==> config.mk <==
export PLATFORM = sky130hd
export DESIGN_NAME = alu_stim_gen
export DESIGN_NICKNAME = d
export VERILOG_FILES = /design/src/rtl/alu_stim_gen.sv
export SDC_FILE = /design/constraint.sdc
export NUM_CORES = 1
export LEC_CHECK = 0
export ABC_CLOCK_PERIOD_IN_PS = 2200
export CORE_ASPECT_RATIO = 1.4
export CORE_MARGIN = 3
export CORE_UTILIZATION = 45
export DETAILED_ROUTE_END_ITERATION = 10
export GPL_TIMING_DRIVEN = 0
export PLACE_DENSITY = 0.85
export SLEW_MARGIN = 20
export SYNTH_ARGS = -nofsm -noshare
export SYNTH_HDL_FRONTEND = slang
export SYNTH_SLANG_ARGS = --single-unit
export TNS_END_PERCENT = 50
==> constraint.sdc <==
create_clock -name clk -period 2.2 [get_ports clk]
set_input_delay 0.22 -clock clk [delete_from_list [all_inputs] [get_ports clk]]
set_output_delay 0.22 -clock clk [all_outputs]
set_load 0.01 [all_outputs]
==> src/rtl/alu_stim_gen.sv <==
// alu_stim_gen: handshaked R/S/CI/ALB_MI stimulus generator for the ALU datapath bench.
// Optional LFSR random mode (mode 1) is built in when STIM_LFSR_EN is defined.
module alu_stim_gen #(
    parameter int          WIDTH     = 8,
    parameter int          FN_W      = 2,
    parameter int          NUM_VEC   = 8,
    parameter logic [31:0] LFSR_SEED = 32'hACE1_2468
) (
    input  logic                       clk,
    input  logic                       resetb,
    input  logic                       start,
    input  logic                       abort,
    input  logic [1:0]                 mode,
    input  logic                       loop,
    input  logic                       ready,
    output logic [WIDTH-1:0]           R,
    output logic [WIDTH-1:0]           S,
    output logic                       CI,
    output logic [FN_W-1:0]            ALB_MI,
    output logic                       valid,
    output logic [$clog2(NUM_VEC)-1:0] vec_idx,
    output logic                       busy,
    output logic                       done
);
    localparam int               IDX_W    = $clog2(NUM_VEC);
    localparam logic [IDX_W-1:0] LAST_IDX = IDX_W'(NUM_VEC - 1);
    localparam logic [1:0]       ST_IDLE  = 2'd0;
    localparam logic [1:0]       ST_RUN   = 2'd1;
    localparam logic [1:0]       ST_DONE  = 2'd2;
    localparam logic [WIDTH-1:0] ONE_LSB  = {{(WIDTH-1){1'b0}}, 1'b1};

    function automatic logic [15:0] dir_pair(input logic [2:0] sel);
        logic [15:0] p;
        case (sel)
            3'd0:    p = 16'h5533;
            3'd1:    p = 16'hAA0F;
            3'd2:    p = 16'h0FF0;
            3'd3:    p = 16'hFF00;
            3'd4:    p = 16'h0A05;
            3'd5:    p = 16'hF00F;
            3'd6:    p = 16'h3CC3;
            default: p = 16'hAA55;
        endcase
        return p;
    endfunction

    logic [1:0]       state_r, nxt_state_s;
    logic [IDX_W-1:0] idx_r, nxt_idx_s;
    logic [1:0]       mode_r, nxt_mode_s;
    logic             loop_r, nxt_loop_s;
    logic             accept_s;
    logic [31:0]      idx_ext_s;
    logic [15:0]      pair_s;
    logic [WIDTH-1:0] gen_r_s, gen_s_s;
    logic             gen_ci_s;
    logic [FN_W-1:0]  gen_fn_s;

    assign accept_s  = valid & ready;
    assign idx_ext_s = 32'(nxt_idx_s);

`ifdef STIM_LFSR_EN
    localparam logic [31:0] LFSR_TAPS = 32'h8020_0003;
    logic [31:0] lfsr_r, nxt_lfsr_s;

    function automatic logic [31:0] lfsr_step(input logic [31:0] v);
        return (v >> 1) ^ (v[0] ? LFSR_TAPS : 32'h0000_0000);
    endfunction

    // LFSR restarts from the seed on start and steps once per accepted vector (not reloaded at loop wrap).
    always_comb begin
        nxt_lfsr_s = lfsr_r;
        if (abort) begin
            nxt_lfsr_s = lfsr_r;
        end else if ((state_r == ST_IDLE) && start) begin
            nxt_lfsr_s = LFSR_SEED;
        end else if ((state_r == ST_RUN) && accept_s) begin
            nxt_lfsr_s = lfsr_step(lfsr_r);
        end else begin
            nxt_lfsr_s = lfsr_r;
        end
    end

    // LFSR state register.
    always_ff @(posedge clk or negedge resetb) begin
        if (!resetb) begin
            lfsr_r <= LFSR_SEED;
        end else begin
            lfsr_r <= nxt_lfsr_s;
        end
    end
`endif

    // Burst sequencing: abort wins over everything; index only moves on accept.
    always_comb begin
        nxt_state_s = state_r;
        nxt_idx_s   = idx_r;
        nxt_mode_s  = mode_r;
        nxt_loop_s  = loop_r;
        if (abort) begin
            nxt_state_s = ST_IDLE;
            nxt_idx_s   = {IDX_W{1'b0}};
        end else begin
            case (state_r)
                ST_IDLE: begin
                    if (start) begin
                        nxt_state_s = ST_RUN;
                        nxt_idx_s   = {IDX_W{1'b0}};
                        nxt_mode_s  = mode;
                        nxt_loop_s  = loop;
                    end else begin
                        nxt_state_s = ST_IDLE;
                    end
                end
                ST_RUN: begin
                    if (accept_s && (idx_r == LAST_IDX)) begin
                        nxt_idx_s   = {IDX_W{1'b0}};
                        nxt_state_s = loop_r ? ST_RUN : ST_DONE;
                    end else if (accept_s) begin
                        nxt_idx_s = idx_r + {{(IDX_W-1){1'b0}}, 1'b1};
                    end else begin
                        nxt_idx_s = idx_r;
                    end
                end
                ST_DONE: begin
                    nxt_state_s = ST_IDLE;
                end
                default: begin
                    nxt_state_s = ST_IDLE;
                    nxt_idx_s   = {IDX_W{1'b0}};
                end
            endcase
        end
    end

    // Vector decode from the upcoming index/mode so the registered outputs carry no bubble.
    always_comb begin
        pair_s   = dir_pair(idx_ext_s[2:0]);
        gen_r_s  = {(WIDTH/8){pair_s[15:8]}};
        gen_s_s  = {(WIDTH/8){pair_s[7:0]}};
        gen_ci_s = ~idx_ext_s[0];
        gen_fn_s = FN_W'(idx_ext_s[1:0]);
        case (nxt_mode_s)
`ifdef STIM_LFSR_EN
            2'd1: begin
                gen_r_s  = nxt_lfsr_s[WIDTH-1:0];
                gen_s_s  = ~nxt_lfsr_s[31:32-WIDTH];
                gen_ci_s = nxt_lfsr_s[16];
                gen_fn_s = nxt_lfsr_s[8+FN_W-1:8];
            end
`endif
            2'd2: begin
                gen_r_s  = ONE_LSB << (idx_ext_s % WIDTH);
                gen_s_s  = ~(ONE_LSB << (idx_ext_s % WIDTH));
                gen_ci_s = idx_ext_s[0];
                gen_fn_s = idx_ext_s[FN_W-1:0];
            end
            2'd3: begin
                gen_r_s               = {(WIDTH/8){8'h55}};
                gen_s_s               = {(WIDTH/8){8'h33}};
                {gen_fn_s, gen_ci_s}  = idx_ext_s[FN_W:0];
            end
            default: begin
                gen_r_s  = {(WIDTH/8){pair_s[15:8]}};
                gen_s_s  = {(WIDTH/8){pair_s[7:0]}};
                gen_ci_s = ~idx_ext_s[0];
                gen_fn_s = FN_W'(idx_ext_s[1:0]);
            end
        endcase
    end

    // State and registered outputs; everything is zero outside RUN.
    always_ff @(posedge clk or negedge resetb) begin
        if (!resetb) begin
            state_r <= ST_IDLE;
            idx_r   <= {IDX_W{1'b0}};
            mode_r  <= 2'd0;
            loop_r  <= 1'b0;
            R       <= {WIDTH{1'b0}};
            S       <= {WIDTH{1'b0}};
            CI      <= 1'b0;
            ALB_MI  <= {FN_W{1'b0}};
            valid   <= 1'b0;
            vec_idx <= {IDX_W{1'b0}};
            busy    <= 1'b0;
            done    <= 1'b0;
        end else begin
            state_r <= nxt_state_s;
            idx_r   <= nxt_idx_s;
            mode_r  <= nxt_mode_s;
            loop_r  <= nxt_loop_s;
            valid   <= (nxt_state_s == ST_RUN);
            busy    <= (nxt_state_s == ST_RUN);
            done    <= (nxt_state_s == ST_DONE);
            vec_idx <= nxt_idx_s;
            if (nxt_state_s == ST_RUN) begin
                R      <= gen_r_s;
                S      <= gen_s_s;
                CI     <= gen_ci_s;
                ALB_MI <= gen_fn_s;
            end else begin
                R      <= {WIDTH{1'b0}};
                S      <= {WIDTH{1'b0}};
                CI     <= 1'b0;
                ALB_MI <= {FN_W{1'b0}};
            end
        end
    end

endmodule

==> results.py <==
metrics = {
    "die": {
        "die_h_um": 74.52,
        "initial_core_util": 0.4786,
        "die_area_sq_um": 4094,
        "fp.coreArea_sq_um": 3153,
        "rows": 24,
        "fp.dieW_um": 54.94,
        "io_pins": 33,
    },
    "drt": {
        "routedWlPerCell_um": 18.64,
        "via_per_inst": 6.053,
        "dr.pass1.iters": 5,
        "vias": 1380,
        "drc_errors": 0,
        "drt_wl_total_um": 4250,
        "first_iter_violations": 81,
        "drtAntennaViolNets": 0,
    },
    "critical_path": {
        "start_kind": "register",
        "crit_fanout": 7,
        "critPathSlowestCell": "or3_1",
        "critPathKind": "reg2reg",
        "cp-startpoint": "idx_r[1]",
        "slowest_delay_ns": 0.46,
        "path_cells": "ha_2, ha_4, nor3_2, mux2_2, nand3_2, or3_1, o211a_1",
        "r2r_start": "idx_r[1]",
        "crit_required_ns": 2.37,
        "end_kind": "register",
        "arrival_ns": 2.36,
    },
    "sta": {
        "hold_viol": 0,
        "worst_slack_ns": 0.004973,
        "final-setup-viol-count": 0,
        "max_freq_ghz": 0.4556,
        "maxSlewHeadroom": 0.4472,
        "tightest_slew_ns": 0.8256,
        "finalClockSkew_ns": 0.002981,
        "fin_crit_sh": 0.9977,
        "grt_setup_unrepaired": "yes",
        "fin_hold_ws_ns": 0.1937,
        "period_minus_slack_ns": 2.195,
        "finalMaxSlewViolations": 0,
    },
    "pwr": {
        "power.density_nw_per_um2": 621.1,
        "switching_share": 0.2821,
        "power_frac_clock": 0.320,
        "power_w": 0.001353,
        "pwr-share-seq": 0.438,
        "leakage_nw": 0.9474,
        "power.switching_w": 0.0003816,
        "combPwrFrac": 0.242,
        "internal_power_w": 0.0009712,
        "vdd_drop_max_mv": 0.5092,
    },
    "placement": {
        "dpl.hpwl_um": 2590,
        "globalplace.congestion": 0.9928,
        "portBuffers": 31,
        "dp_slack_ns": -0.4253,
        "dpl_cell_area_sq_um": 1866,
    },
    "synthesis": {
        "synthDistinctLibCells": 47,
        "syn_area_per_cell_sq_um": 11.10,
        "synth_flop_cell": "dfrtp_1",
        "yosysWarnings": 0,
        "synth_edf_count": 0,
        "synth-async-reset-ratio": 1.000,
        "netlist_area_sq_um": 1509,
        "ys_seq_area_frac": 0.4809,
        "ys_ff_latch": 29,
        "syn-instance-count": 136,
        "syn_nets": 147,
    },
    "clock_network": {
        "cts_buffers": 5,
        "cts.sinks": 29,
        "clockBufferDepth": 2,
        "clkTransAtPathRegs_ns": 0.06,
        "h-tree-depth": 2,
        "cts_tree": "built",
        "clock_latency_ns": 0.28,
        "root_buffer": "clkbuf_8",
    },
    "global_routing": {
        "grt_pass1_vias": 1412,
        "antenna_found_initial": 0,
        "grt_use_total": 0.2322,
        "grt_overflow": 0,
        "grt_max_degree": 30,
        "grt_pass1_wl_um": 6720,
    },
    "cells_and_area": {
        "layout-drive-gt1-share": 0.3122,
        "fin_util": 0.6909,
        "antenna_cells": 0,
        "fin_area_sq_um": 2178,
        "synthToLayoutAreaGrowth_pct": 44.36,
        "fin_nets": 200,
    },
    "hold_path": {
        "hold_start": "abort",
        "hp-class": "in2reg",
    },
    "flow_run": {
        "maxCapViolCount": 0,
    },
    "run_status": {
        "status": "complete, no violations",
    },
}
power groups by stage:
stage | clock network [W] | logic [W] | registers [W]
CTS | 0.000441 | 0.000312 | 0.000593
floorplan | 0 | 0.000157 | 0.000613
finish | 0.000432 | 0.000328 | 0.000593
detailed placement | 0 | 0.000287 | 0.000601
global placement | 0 | 0.000279 | 0.000600
global route | 0.000466 | 0.000352 | 0.000596
critical path, delay by kind of cell (launching register included):
kind	cells	cell delay [ns]
AOI/OAI and AO/OA	1	0.16
muxes	1	0.25
and+or+nand+nor	3	0.91
DFF	1	0.38
adders and majority gates	2	0.38
flip-flops by register name (all words and copies together), names as in the netlist:
signal   count
done         1
ALB_MI       2
busy         1
S            8
idx_r        3
state_r      2
mode_r       2
CI           1
loop_r       1
R            8
layout make-up:
type,instances,area [sq um]
Sequential cell,29,729.5
Tap cell,39,48.80
Multi-Input combinational cell,92,772.0
Timing Repair Buffer,46,432.9
Buffer,5,51.30
Fill cell,234,974.7
Inverter,10,57.56
Clock buffer,7,86.33
worst paths after layout:
path                            endpoint  slack, ns  cells past startpoint
worst min-delay path                done       0.19                      2
min in group asynchronous           done       0.49                      2
worst min register to register    loop_r       0.53                      1
max in group asynchronous       idx_r[2]       1.26                      2
worst max-delay path                S[5]      0.005                      7
worst max register to register      S[5]      0.005                      7
Yosys cell counts, drive strengths merged (2+ instances only):
cell	instances	area, sq um
or3	2	12.51
o21ai	6	30.03
nand2b	2	20.02
mux2	2	22.52
nand3	4	25.02
inv	9	33.79
and2	3	18.77
a21oi	11	55.05
ha	2	25.02
nor3	8	40.04
dfrtp	29	725.7
mux2i	2	32.53
nor2	11	41.29
nand2	4	22.52
a211oi	3	22.52
buf	4	31.27
a22oi	5	37.54
o211a	3	30.03
and3	3	18.77
nor3b	4	35.03
a31oi	2	12.51
cells in the final DEF, fill, tap and decap left out, types with 2 or more instances in the layout:
cell type and n:
a211oi_1 3, a21oi_1 11, a22oi_1 3, a22oi_2 2, a31oi_1 2, and2_1 2
and3_1 3, buf_4 15, buf_6 2, clkbuf_8 7, clkdlybuf4s50_1 30, dfrtp_1 26
dfrtp_2 3, inv_1 5, inv_2 2, mux2_2 2, mux2i_4 2, nand2_1 3
nand3_1 3, nor2_1 10, nor3_1 5, nor3_2 3, nor3b_1 3, o211a_1 3
o21ai_0 6, or3_1 2
per-layer routing:
layer  vias up  wire, um  track usage  part of all wire
met1       677      1519       0.2621              0.36
met5         -         0            0                 0
met4         0       114       0.1351             0.027
li1        601         -            -                 -
met2        89      2303       0.3816              0.54
met3        13       312      0.06413             0.073
what timing repair did:
action                                 CTS  global route
resized for setup                       13            12
hold buffers                             1             0
gates cloned                             0             0
buffers inserted                         8             6
setup endpoints to repair               12            16
endpoints found under the hold margin   29             0
pin swaps                                6             5
logic make-up (layout without fill, tap and decap cells):
kind of cell,Yosys count,in the layout,share of synthesized area
xor gates and xnor gates,1,1,0.005805
buffers and inverters,15,68,0.06302
muxes,4,4,0.03648
DFF,29,29,0.4809
adders and majority gates,3,3,0.02985
and+or+nand+nor,45,45,0.1932
AOI/OAI and AO/OA,39,39,0.1907
per-stage QoR:
| stage | TNS (ns) | instances |
|---|---|---|
| floorplan | 0 | 136 |
| global placement | -2.986 | 206 |
| detailed placement | -3.963 | 206 |
| CTS | -0.06774 | 222 |
| global route | -0.3035 | 228 |
| finish | 0 | 228 |
Note: power is estimated with default switching activity, not from simulation.
